### src/rtl/fc_class_selector.sv
// fc_class_selector
// Output-side sequencer for the fully-connected neuron. On start it steps
// class_sel through every output class, one class per cycle, samples the
// neuron score for each class after NEURON_LAT cycles, tracks the running
// maximum and presents the winning class on a valid/ready handshake.
// Ties keep the lower class index and raise the tie flag.

module fc_class_selector #(
  parameter int NUM_CLASSES = 4,
  parameter int IDX_W       = 2,
  parameter int SCORE_W     = 8,
  parameter int NEURON_LAT  = 1
) (
  input  logic               clk,
  input  logic               rst_n,
  input  logic               start,
  output logic               busy,
  output logic               issue_valid,
  output logic [IDX_W-1:0]   class_sel,
  input  logic [SCORE_W-1:0] score_in,
  output logic               out_valid,
  input  logic               out_ready,
  output logic [IDX_W-1:0]   winner,
  output logic [SCORE_W-1:0] winner_score,
  output logic               tie
);

  typedef enum logic [1:0] {
    ST_IDLE  = 2'd0,
    ST_ISSUE = 2'd1,
    ST_DRAIN = 2'd2,
    ST_HOLD  = 2'd3
  } state_t;

  localparam logic [IDX_W-1:0] LAST_IDX = IDX_W'(NUM_CLASSES - 1);
  localparam logic [IDX_W-1:0] IDX_ONE  = IDX_W'(1);
  localparam logic [IDX_W-1:0] IDX_ZERO = IDX_W'(0);

  state_t state_r;

  // Delay line that lines up each issued class index with its returning score.
  logic [NEURON_LAT-1:0] dv_r;
  logic [IDX_W-1:0]      didx_r [NEURON_LAT];

  // Score sample and argmax update for the class leaving the delay line.
  logic               samp_s;
  logic [IDX_W-1:0]   sidx_s;
  logic               drain_done_s;
  logic [IDX_W-1:0]   nxt_winner_s;
  logic [SCORE_W-1:0] nxt_score_s;
  logic               nxt_tie_s;

  // Shift issue_valid/class_sel down the delay line, one stage per cycle.
  always_ff @(posedge clk or negedge rst_n) begin
    if (!rst_n) begin
      dv_r <= '0;
      for (int i = 0; i < NEURON_LAT; i++) begin
        didx_r[i] <= IDX_ZERO;
      end
    end else begin
      dv_r[0]   <= issue_valid;
      didx_r[0] <= class_sel;
      for (int i = 1; i < NEURON_LAT; i++) begin
        dv_r[i]   <= dv_r[i-1];
        didx_r[i] <= didx_r[i-1];
      end
    end
  end

  // Apply the compare rule to the score that is valid this cycle.
  always_comb begin
    samp_s       = dv_r[NEURON_LAT-1];
    sidx_s       = didx_r[NEURON_LAT-1];
    drain_done_s = (dv_r == '0);
    nxt_winner_s = winner;
    nxt_score_s  = winner_score;
    nxt_tie_s    = tie;
    if (samp_s) begin
      if (sidx_s == IDX_ZERO) begin
        // First class of a frame seeds the maximum unconditionally.
        nxt_winner_s = IDX_ZERO;
        nxt_score_s  = score_in;
        nxt_tie_s    = 1'b0;
      end else if (score_in > winner_score) begin
        nxt_winner_s = sidx_s;
        nxt_score_s  = score_in;
        nxt_tie_s    = 1'b0;
      end else if (score_in == winner_score) begin
        // Equal score: keep the lower index, flag the tie.
        nxt_tie_s    = 1'b1;
      end else begin
        nxt_tie_s    = tie;
      end
    end else begin
      nxt_tie_s = tie;
    end
  end

  // Frame FSM with registered handshake, select and result outputs.
  always_ff @(posedge clk or negedge rst_n) begin
    if (!rst_n) begin
      state_r      <= ST_IDLE;
      busy         <= 1'b0;
      issue_valid  <= 1'b0;
      class_sel    <= IDX_ZERO;
      out_valid    <= 1'b0;
      winner       <= IDX_ZERO;
      winner_score <= '0;
      tie          <= 1'b0;
    end else begin
      case (state_r)
        ST_IDLE: begin
          if (start) begin
            state_r      <= ST_ISSUE;
            busy         <= 1'b1;
            issue_valid  <= 1'b1;
            class_sel    <= IDX_ZERO;
            winner       <= IDX_ZERO;
            winner_score <= '0;
            tie          <= 1'b0;
          end else begin
            state_r <= ST_IDLE;
          end
        end
        ST_ISSUE: begin
          winner       <= nxt_winner_s;
          winner_score <= nxt_score_s;
          tie          <= nxt_tie_s;
          if (class_sel == LAST_IDX) begin
            state_r     <= ST_DRAIN;
            issue_valid <= 1'b0;
            class_sel   <= IDX_ZERO;
          end else begin
            class_sel   <= class_sel + IDX_ONE;
          end
        end
        ST_DRAIN: begin
          winner       <= nxt_winner_s;
          winner_score <= nxt_score_s;
          tie          <= nxt_tie_s;
          if (drain_done_s) begin
            // Last delayed score was sampled on the previous edge.
            state_r   <= ST_HOLD;
            busy      <= 1'b0;
            out_valid <= 1'b1;
          end else begin
            state_r   <= ST_DRAIN;
          end
        end
        ST_HOLD: begin
          if (out_ready) begin
            state_r   <= ST_IDLE;
            out_valid <= 1'b0;
          end else begin
            state_r   <= ST_HOLD;
          end
        end
        default: begin
          state_r     <= ST_IDLE;
          busy        <= 1'b0;
          issue_valid <= 1'b0;
          class_sel   <= IDX_ZERO;
          out_valid   <= 1'b0;
        end
      endcase
    end
  end

endmodule
### config.mk
export PLATFORM = sky130hd
export DESIGN_NAME = fc_class_selector
export DESIGN_NICKNAME = d
export VERILOG_FILES = /design/src/rtl/fc_class_selector.sv
export SDC_FILE = /design/constraint.sdc
export NUM_CORES = 1
export LEC_CHECK = 0
export CORE_ASPECT_RATIO = 0.9
export CORE_MARGIN = 5
export CORE_UTILIZATION = 32
export CTS_CLUSTER_DIAMETER = 40
export DETAILED_ROUTE_END_ITERATION = 10
export SKIP_LAST_GASP = 1
export SLEW_MARGIN = 20
export SYNTH_ARGS = -nofsm -noshare
export SYNTH_HDL_FRONTEND = slang
export SYNTH_SLANG_ARGS = --single-unit
### constraint.sdc
create_clock -name clk -period 2.2 [get_ports clk]
set_input_delay 0.33 -clock clk [delete_from_list [all_inputs] [get_ports clk]]
set_output_delay 0.33 -clock clk [all_outputs]
set_load 0.01 [all_outputs]
=== After elaboration in Yosys (flattened, before gate mapping) ===
Cells that the tools add are included.

* Equality and inequality tests: 12
* Multiplexer cells: 31
* Add/subtract/negate cells: 1
* Reductions and logical operators: 13
* Magnitude comparators: 1

{| class="wikitable"
|+ Operators by type and width
! kind !! count
|-
| 2-to-1 mux 8 bit || 4
|-
| case mux 8 bit (2 select lines) || 1
|-
| 2-to-1 mux 2 bit || 7
|-
| 2-to-1 mux 1 bit || 12
|-
| AND reduction 3 bit || 3
|-
| equality test 8 bit || 1
|-
| > comparator 8 bit || 1
|-
| != test 2 bit, second input constant || 4
|-
| case mux 1 bit (2 select lines) || 4
|-
| case mux 2 bit (2 select lines) || 2
|-
| case mux 2 bit (4 select lines) || 1
|-
| AND reduction 4 bit || 2
|-
| nonzero test 2 bit || 4
|-
| equality test 2 bit, second input constant || 3
|-
| zero test 2 bit || 2
|-
| != test 4 x 1 -> 1 bit, second input constant || 1
|-
| != test 3 x 1 -> 1 bit, second input constant || 1
|-
| adder 2 x 1 -> 2 bit, second input constant || 1
|-
| equality test 2 x 1 -> 1 bit, second input constant || 1
|-
| != test 2 x 1 -> 1 bit, second input constant || 1
|-
| AND reduction 2 bit || 1
|-
| OR reduction 2 bit || 1
|}

* Output and inout port bits: 16
* Word-level logic and storage cells: 68
* Flip-flop bits (word level): 21
* Input bits: 12

=== Depth between registers and ports, before layout ===
Gate-level depths: netlist of the first run.

* Word-level depth: 6
* Depth in mapped cells: 8
* Depth with buffers taken out: 8

=== Worst setup path after synthesis of the first run ===
OpenSTA, ideal clock, no wires.

* Path kind: register to register
* Start: register winner_score[1]
* End: register winner[0]
* Data required time: 2.121 ns
* Library setup time: 0.079 ns
* Period minus slack after synthesis: 1.702 ns
* Buffers on the path: 0
* Data arrival time: 1.623 ns
* Setup slack: 0.498 ns
* Cell stages (with the launch flop): 9
* Cell sequence: dfrtp_1 > inv_1 > ha_1 > nor2b_1 > o211ai_1 > a21oi_1 > o21bai_4 > nor2_8 > mux2i_1

* Word-level cells in the longest chain between the ends: 3

{| class="wikitable"
|+ Ends and longest elaborated chain
! what !! RTL line !! text
|-
| start: declaration || 24 || <nowiki>output logic [SCORE_W-1:0] winner_score,</nowiki>
|-
| start signal: assignment || 127 || <nowiki>winner_score <= nxt_score_s;</nowiki>
|-
| start signal: assignment || 139 || <nowiki>winner_score <= nxt_score_s;</nowiki>
|-
| > comparator 8 bit || 84 || <nowiki>end else if (score_in > winner_score) begin</nowiki>
|-
| != test 3 x 1 -> 1 bit (no source line) || - ||
|-
| AND reduction 4 bit (no source line) || - ||
|-
| end signal: assignment || 126 || <nowiki>winner <= nxt_winner_s;</nowiki>
|-
| end signal: assignment || 138 || <nowiki>winner <= nxt_winner_s;</nowiki>
|-
| end: declaration || 23 || <nowiki>output logic [IDX_W-1:0] winner,</nowiki>
|}

No other way between the ends.
A chain may end at the register's enable or synchronous reset.

=== Worst setup path after layout of the first run ===
* Start: register state_r[0]
* End: register winner_score[2]

* Word-level cells in the longest chain between the ends: 4
* Elaborated cells on any way between the ends: 10
* Those cells by class: eq/ne: 5; mux: 1; reduce/logical: 4

{| class="wikitable"
|+ Ends and longest elaborated chain
! what !! RTL line !! text
|-
| start: declaration || 39 || <nowiki>state_t state_r;</nowiki>
|-
| start signal: assignment || 102 || <nowiki>state_r <= ST_IDLE;</nowiki>
|-
| start signal: assignment || 114 || <nowiki>state_r <= ST_ISSUE;</nowiki>
|-
| start signal: assignment || 122 || <nowiki>state_r <= ST_IDLE;</nowiki>
|-
| equality test 2 bit / equality test 2 x 1 -> 1 bit (equally long branches) || 111 || <nowiki>case (state_r)</nowiki>
|-
| OR reduction 2 bit (no source line) || - ||
|-
| != test 3 x 1 -> 1 bit (no source line), or another cell as far along || - ||
|-
| AND reduction 4 bit (no source line) || - ||
|}

Parallel ways exist; a longest one is shown, timed or not.

==> reports/summary.json, run 1 <==
{
  "post_dp_cell_area": {"value": 1520, "unit": "µm²"},
  "regToRegSetupSlack": {"value": 0.21, "unit": "ns"},
  "regToRegEndpoint": {"value": "winner_score[2]"},
  "netlist.top_cell.by_area": {"value": "sky130_fd_sc_hd__dfrtp_1"},
  "synth_async_sr_flop_share": {"value": 1.00},
  "antenna_found_initial": {"value": 0},
  "worst-setup-path-type": {"value": "flop to flop"},
  "floorplan.die_area": {"value": 5020, "unit": "µm²"},
  "top_signal_layer_used": {"value": "met4"},
  "firstDrtPassIters": {"value": 2},
  "hpwlAfterDp": {"value": 1900, "unit": "µm"},
  "floorplan.initialDensity": {"value": 0.324},
  "seq_area_frac_synth": {"value": 0.444},
  "synth.area.top_cells": {"value": "sky130_fd_sc_hd__dfrtp_1 (44%), sky130_fd_sc_hd__ha_1 (14%), sky130_fd_sc_hd__mux2i_1 (8.5%)"},
  "power.density": {"value": 1360, "unit": "nW/µm²"},
  "fp.coreArea": {"value": 3650, "unit": "µm²"},
  "post_synth.cell_area_avg": {"value": 10.6, "unit": "µm²"},
  "clockBufferDepth": {"value": 2},
  "netlist_top_cells_count": {"value": "sky130_fd_sc_hd__dfrtp_1 (21), sky130_fd_sc_hd__nand2_1 (15), sky130_fd_sc_hd__inv_1 (14)"},
  "finalCritPeriodShare": {"value": 0.904},
  "filler_cell_count": {"value": 354},
  "cts.sink_count": {"value": 21},
  "post_synthesis_cell_type_count": {"value": 25},
  "synth.most_common_cell": {"value": "sky130_fd_sc_hd__dfrtp_1"},
  "hold_violations": {"value": 0},
  "cellLeakagePower": {"value": 0.722, "unit": "nW"},
  "finalInstanceArea": {"value": 1560, "unit": "µm²"},
  "floorplan.rows": {"value": 21},
  "worstRegToRegCells": {"value": 7},
  "globalRoute.totalOverflow": {"value": 0},
  "run_status": {"value": "completed"},
  "top_ff_cell_synth": {"value": "sky130_fd_sc_hd__dfrtp_1"},
  "drt_wl_total": {"value": 2490, "unit": "µm"},
  "insertion_delay": {"value": 0.26, "unit": "ns"},
  "final_critical_path_setup_slack": {"value": 0.210, "unit": "ns"},
  "wl_met2": {"value": 1170, "unit": "µm"},
  "first_global_vias": {"value": 972},
  "drc": {"value": 0},
  "rr_startpoint": {"value": "state_r[0]"},
  "timing.hold.worst.class": {"value": "input pin to asynchronous set/reset pin"},
  "place.gp.congestion": {"value": 0.744},
  "synthesis.yosys.warnings": {"value": 0},
  "die_y": {"value": 67.7, "unit": "µm"},
  "worst-slew-pin-transition": {"value": 0.399, "unit": "ns"},
  "worstSetupStartpointType": {"value": "flop"},
  "grt_max_degree": {"value": 22},
  "grt_usage": {"value": 0.111},
  "area_growth_syn_to_layout": {"value": 32.0, "unit": "%"},
  "wire_length_of_the_first_global_routing_pass": {"value": 4310, "unit": "µm"},
  "antenna_cells_inserted": {"value": 0},
  "htree_levels": {"value": 1},
  "io_buffer_count": {"value": 27},
  "unrepaired_setup_endpoints_after_global_routing": {"value": "false"},
  "synth_edf_count": {"value": 0},
  "ctsRootBufferMaster": {"value": "sky130_fd_sc_hd__clkbuf_8"},
  "fin_setup_tns": {"value": 0, "unit": "ns"},
  "wire_per_inst": {"value": 13.1, "unit": "µm"},
  "maxSlewHeadroom": {"value": 0.732},
  "via_count": {"value": 903},
  "ctsResizeCount": {"value": 0},
  "finalSetupViolCount": {"value": 0},
  "detail_route.vias_per_cell": {"value": 4.75},
  "post-route-min-period": {"value": 1.99, "unit": "ns"},
  "worstPathMaxFanout": {"value": 10},
  "preCtsSetupSlack": {"value": -0.0437, "unit": "ns"},
  "numCtsBuffers": {"value": 3},
  "cap_viol_max_count": {"value": 0},
  "slew_viols_final": {"value": 0},
  "finish.net_count": {"value": 170},
  "end_kind": {"value": "flop"},
  "yosys.area.top_type_share": {"value": 0.444},
  "critical_path_required": {"value": 2.38, "unit": "ns"},
  "cts_post_setup_buffers_inserted": {"value": 0},
  "syn_nets": {"value": 137},
  "syn-cell-area": {"value": 1180, "unit": "µm²"},
  "cts_tree": {"value": "yes"},
  "met3_layer_wire_length_in_the_routed_design": {"value": 166, "unit": "µm"},
  "fin_skew": {"value": 0.00383, "unit": "ns"},
  "detail-route-antenna-nets": {"value": 0},
  "critPathArrivalTime": {"value": 2.17, "unit": "ns"},
  "detailedRoute.firstIterationViolations": {"value": 25},
  "max_freq": {"value": 503, "unit": "MHz"},
  "fp.dieW": {"value": 74.1, "unit": "µm"},
  "layout_cell_share_with_drive_strength_beyond_1": {"value": 0.0833},
  "wl_met1": {"value": 1140, "unit": "µm"},
  "max-vdd-ir-drop": {"value": 0.559, "unit": "mV"},
  "boundaryPins": {"value": 28},
  "clk_pin_slew_worst_paths": {"value": 0.08, "unit": "ns"},
  "ctsHoldBuffers": {"value": 0},
  "ys_seq_elements": {"value": 21},
  "power.total": {"value": 0.00212, "unit": "W"},
  "synthCells": {"value": 112}
}
[metal layers]
| layer | vias to the layer above | track usage |
|---|---|---|
| met4 | 0 | 0.0136 |
| met3 | 4 | 0.0372 |
| met5 | - | 0 |
| met1 | 425 | 0.135 |
| met2 | 22 | 0.195 |
| li1 | 452 | - |
[registers in the layout, indices dropped and copies added (netlist names)]
name,cells
class_sel,2
dv_r,1
tie,1
state_r,2
didx_r,2
winner_score,8
out_valid,1
issue_valid,1
busy,1
winner,2
[worst max-delay path by stage]
| stage | start | to | slack, ns | cells past startpoint |
|---|---|---|---|---|
| floorplan | winner_score[1] | winner[0] | 0.50 | 8 |
| detailed placement | score_in[1] | winner_score[2] | -0.04 | 8 |
| global placement | score_in[1] | winner_score[7] | 0.06 | 8 |
| CTS | state_r[0] | winner_score[2] | 0.17 | 7 |
| finish | state_r[0] | winner_score[2] | 0.21 | 7 |
| global route | state_r[0] | winner_score[2] | 0.04 | 7 |
[layout by cell type, fill, tap and decap left out]
cell and instances:
sky130_fd_sc_hd__a21oi_1 7, sky130_fd_sc_hd__o21ai_2 2, sky130_fd_sc_hd__nand2_1 15, sky130_fd_sc_hd__a22o_1 1
sky130_fd_sc_hd__ha_1 13, sky130_fd_sc_hd__o211ai_1 2, sky130_fd_sc_hd__or2b_1 1, sky130_fd_sc_hd__mux2i_1 10
sky130_fd_sc_hd__nor2b_1 4, sky130_fd_sc_hd__o311ai_1 1, sky130_fd_sc_hd__a211oi_2 1, sky130_fd_sc_hd__nand2b_2 1
sky130_fd_sc_hd__buf_4 2, sky130_fd_sc_hd__o21ai_1 2, sky130_fd_sc_hd__nand4_1 2, sky130_fd_sc_hd__nor3_2 1
sky130_fd_sc_hd__inv_1 14, sky130_fd_sc_hd__a32o_1 2, sky130_fd_sc_hd__nor2_1 2, sky130_fd_sc_hd__clkbuf_1 1
sky130_fd_sc_hd__clkdlybuf4s50_1 27, sky130_fd_sc_hd__dfrtp_1 21, sky130_fd_sc_hd__clkbuf_8 3, sky130_fd_sc_hd__a21o_1 1
sky130_fd_sc_hd__nand2b_1 2, sky130_fd_sc_hd__nor2_8 1, sky130_fd_sc_hd__o21ai_0 4, sky130_fd_sc_hd__o21bai_4 1
[through the flow]
step,hold WS [ns],std cells,utilization
after CTS,0.425,190,0.428
final,0.418,190,0.428
after global placement,0.415,186,0.416
after detailed placement,0.412,186,0.416
after floorplan,0.0344,112,-
after global routing,0.443,190,0.428
[worst max-delay path, cell delays in order (launching register included)]
cell,delay (ns)
sky130_fd_sc_hd__dfrtp_1,0.40
sky130_fd_sc_hd__inv_1,0.09
sky130_fd_sc_hd__ha_1,0.39
sky130_fd_sc_hd__or2b_1,0.19
sky130_fd_sc_hd__o211ai_1,0.11
sky130_fd_sc_hd__o21bai_4,0.23
sky130_fd_sc_hd__nor2_8,0.26
sky130_fd_sc_hd__mux2i_1,0.24
[cell type report]
| type | instances | area (µm²) | share of cell area |
|---|---|---|---|
| Inverter | 14 | 52.6 | 0.0336 |
| Multi-Input combinational cell | 76 | 597 | 0.382 |
| Clock buffer | 4 | 45.0 | 0.0288 |
| Tap cell | 46 | 57.6 | 0.0368 |
| Sequential cell | 21 | 526 | 0.336 |
| Timing Repair Buffer | 29 | 285 | 0.183 |
[logic make-up after synthesis]
family                   synth area share
AND/OR/NAND/NOR                     0.135
AO/OA/AOI/OAI                       0.147
flip-flops                          0.444
buffers and inverters              0.0518
adder cells (fa/ha/maj)             0.137
multiplexers                       0.0846
[where the power goes]
group / total, W / switching [W] / internal (W)
clock: 0.000253 / 0.000124 / 0.000129
sequential: 0.000622 / 0.0000986 / 0.000523
combinational: 0.00124 / 0.000629 / 0.000614
Power figures use the tool's default switching activity.
==> run 2, diff against run 1 <==
==> constraint.sdc (replaced) <==
create_clock -name clk -period 2.2 [get_ports clk]
set_input_delay 0.33 -clock clk [delete_from_list [all_inputs] [get_ports clk]]
set_output_delay 0.33 -clock clk [all_outputs]
set_load 0.05 [all_outputs]
==> results of run 2 <==
Same layout as run 1 (identical final DEF). Status: completed.
Main changes from that run: total power 0.00212 W -> 0.00241 W; worst IR drop on VDD 0.559 mV -> 0.724 mV
==> run 3, diff against run 2 <==
--- a/config.mk
+++ b/config.mk
@@ -10,6 +10,7 @@
 export CORE_UTILIZATION = 32
 export CTS_CLUSTER_DIAMETER = 40
 export DETAILED_ROUTE_END_ITERATION = 10
+export SETUP_SLACK_MARGIN = 0.5
 export SKIP_LAST_GASP = 1
 export SLEW_MARGIN = 20
 export SYNTH_ARGS = -nofsm -noshare
==> run 3 against run 2 <==
  * Final area is 8.9% higher
  * Die area is the same
  * Via count increased by 4.4%
  * Clock power fell by 2%
  * Register-to-register slack improved by 0.23 ns
  * Worst setup slack better by 0.23 ns
  * Non-clock buffer count up 7
  * Combinational power increased by 11%
==> reports/summary.json, run 3 (synthesis results as in run 1) <==
{
  "post_dp_cell_area": {"value": 1530, "unit": "µm²"},
  "first_global_vias": {"value": 1008},
  "run_status": {"value": "completed"},
  "unrepaired_setup_endpoints_after_global_routing": {"value": "true"},
  "max_freq": {"value": 568, "unit": "MHz"},
  "insertion_delay": {"value": 0.26, "unit": "ns"},
  "fin_setup_tns": {"value": 0, "unit": "ns"},
  "hpwlAfterDp": {"value": 1900, "unit": "µm"},
  "worst-setup-path-type": {"value": "flop to flop"},
  "clk_pin_slew_worst_paths": {"value": 0.08, "unit": "ns"},
  "cts.sink_count": {"value": 21},
  "detail-route-antenna-nets": {"value": 0},
  "numCtsBuffers": {"value": 3},
  "drc": {"value": 0},
  "fin_skew": {"value": 0.00750, "unit": "ns"},
  "path_delay_family": {"value": "compound AO/OA/AOI/OAI gates"},
  "worstRegToRegCells": {"value": 8},
  "floorplan.die_area": {"value": 5020, "unit": "µm²"},
  "fp.coreArea": {"value": 3650, "unit": "µm²"},
  "firstDrtPassIters": {"value": 4},
  "filler_cell_count": {"value": 343},
  "cap_viol_max_count": {"value": 0},
  "wire_length_of_the_first_global_routing_pass": {"value": 4590, "unit": "µm"},
  "max_stage_delay": {"value": 0.37, "unit": "ns"},
  "mostFrequentLayoutCell": {"value": "sky130_fd_sc_hd__dlygate4sd2_1"},
  "fp.dieW": {"value": 74.1, "unit": "µm"},
  "fin_worst_hold_slack": {"value": 0.373, "unit": "ns"},
  "finish.net_count": {"value": 178},
  "maxSlewHeadroom": {"value": 0.672},
  "slew_viols_final": {"value": 0},
  "power.total": {"value": 0.00258, "unit": "W"},
  "boundaryPins": {"value": 28},
  "finalCritPeriodShare": {"value": 0.800},
  "place.gp.congestion": {"value": 0.738},
  "antenna_found_initial": {"value": 0},
  "finalInstanceArea": {"value": 1700, "unit": "µm²"},
  "die_y": {"value": 67.7, "unit": "µm"},
  "layout_cell_share_with_drive_strength_beyond_1": {"value": 0.270},
  "critPathArrivalTime": {"value": 1.94, "unit": "ns"},
  "rr_startpoint": {"value": "winner_score[1]"},
  "layout.cells.most_common_list": {"value": "sky130_fd_sc_hd__dlygate4sd2_1 (23), sky130_fd_sc_hd__nand2_1 (15), sky130_fd_sc_hd__dfrtp_1 (14)"},
  "floorplan.initialDensity": {"value": 0.324},
  "post-route-min-period": {"value": 1.76, "unit": "ns"},
  "ctsRootBufferMaster": {"value": "sky130_fd_sc_hd__clkbuf_8"},
  "via_count": {"value": 943},
  "finalSetupViolCount": {"value": 0},
  "max_flop_register": {"value": "winner_score"},
  "power.density": {"value": 1520, "unit": "nW/µm²"},
  "timing.hold.worst.class": {"value": "input pin to flop"},
  "whs_path_depth": {"value": 3},
  "detail_route.vias_per_cell": {"value": 4.76},
  "cts_tree": {"value": "yes"},
  "antenna_cells_inserted": {"value": 0},
  "worst-slew-pin-transition": {"value": 0.494, "unit": "ns"},
  "path_buf_inv": {"value": 1},
  "cellLeakagePower": {"value": 0.828, "unit": "nW"},
  "io_buffer_count": {"value": 27},
  "worstSetupStartpointType": {"value": "flop"},
  "floorplan.rows": {"value": 21},
  "end_kind": {"value": "flop"},
  "critical_path.cell_chain": {"value": "inv_2 > ha_4 > nor2b_4 > o211ai_1 > a21oi_2 > o21bai_4 > nor2_4 > mux2i_1"},
  "detailedRoute.firstIterationViolations": {"value": 17},
  "largest_reg_flops": {"value": 8},
  "critical_path_cell_count": {"value": 8},
  "drt_wl_total": {"value": 2670, "unit": "µm"},
  "worst_hold_launch": {"value": "score_in[2]"},
  "htree_levels": {"value": 1},
  "hold_violations": {"value": 0},
  "clockBufferDepth": {"value": 2},
  "area_growth_syn_to_layout": {"value": 43.8, "unit": "%"},
  "worstPathMaxFanout": {"value": 5},
  "worst_setup_path_startpoint": {"value": "winner_score[1]"},
  "critical_path_required": {"value": 2.38, "unit": "ns"},
  "grt_usage": {"value": 0.121},
  "grt_max_degree": {"value": 22},
  "critPathSlowestCell": {"value": "sky130_fd_sc_hd__dfrtp_2"},
  "globalRoute.totalOverflow": {"value": 0},
  "wire_per_inst": {"value": 13.5, "unit": "µm"},
  "max-vdd-ir-drop": {"value": 0.676, "unit": "mV"}
}
run 3: cell types whose count changed in the layout (fill, tap and decap cells not counted), moves of 7 or more:
cell                              previous run  this run
sky130_fd_sc_hd__buf_4                       2         9
sky130_fd_sc_hd__clkdlybuf4s50_1            27         3
sky130_fd_sc_hd__dfrtp_1                    21        14
sky130_fd_sc_hd__dfrtp_2                     0         7
sky130_fd_sc_hd__dlygate4sd2_1               0        23
run 3: layer usage:
layer / track usage / wire length [µm] / vias up
met2: 0.229 / 1380 / 25
met3: 0.0357 / 166 / 2
li1: - / - / 468
met5: 0 / 0 / -
met1: 0.137 / 1120 / 448
met4: 0.0136 / 6 / 0
run 3: cell type report:
class                      count  area (µm²)  area share
tap                           46        57.6      0.0338
sequential                    21         534       0.314
inverter                      14        52.6      0.0309
timing repair buffer          36         312       0.183
clock buffer                   4        45.0      0.0265
multi-input combinational     77         701       0.412
run 3: worst register-to-register path, delay by kind of cell, from the launching register on:
| kind | cells | cell delay (ns) |
|---|---|---|
| AO/OA/AOI/OAI | 3 | 0.44 |
| adder cells (fa/ha/maj) | 1 | 0.26 |
| buffers and inverters | 1 | 0.05 |
| flip-flops | 1 | 0.37 |
| multiplexers | 1 | 0.21 |
| AND/OR/NAND/NOR | 2 | 0.36 |
run 3: what timing repair did:
action,4_1_cts,5_1_grt
endpoints found under the hold margin,0,0
buffers inserted,6,1
gates cloned,1,0
endpoints found under the setup margin,27,11
hold buffers,0,0
pin swaps,13,6
gates resized for setup,36,3
run 3: worst paths after layout:
kind / endpoint / slack [ns]
max in group asynchronous: winner_score[7] / 1.54
hold / removal: winner_score[2] / 0.37
hold reg to reg: dv_r / 0.44
min in group asynchronous: winner_score[0] / 0.42
setup reg to reg: winner_score[2] / 0.44
setup / recovery: winner_score[2] / 0.44
run 3: where the power goes:
group	internal, W	leakage, nW	total [W]	switching (W)
clock network	0.000129	0.0228	0.000248	0.000119
logic	0.000697	0.556	0.00171	0.00102
registers	0.000532	0.249	0.000618	0.0000865
run 3: per-stage QoR:
step / utilization / worst slack, ns / instances
after floorplan: - / 0.407 / 112
after global placement: 0.419 / 0.0979 / 186
after detailed placement: 0.419 / 0.0194 / 186
after CTS: 0.461 / 0.441 / 197
after global routing: 0.466 / 0.298 / 198
final: 0.466 / 0.439 / 198
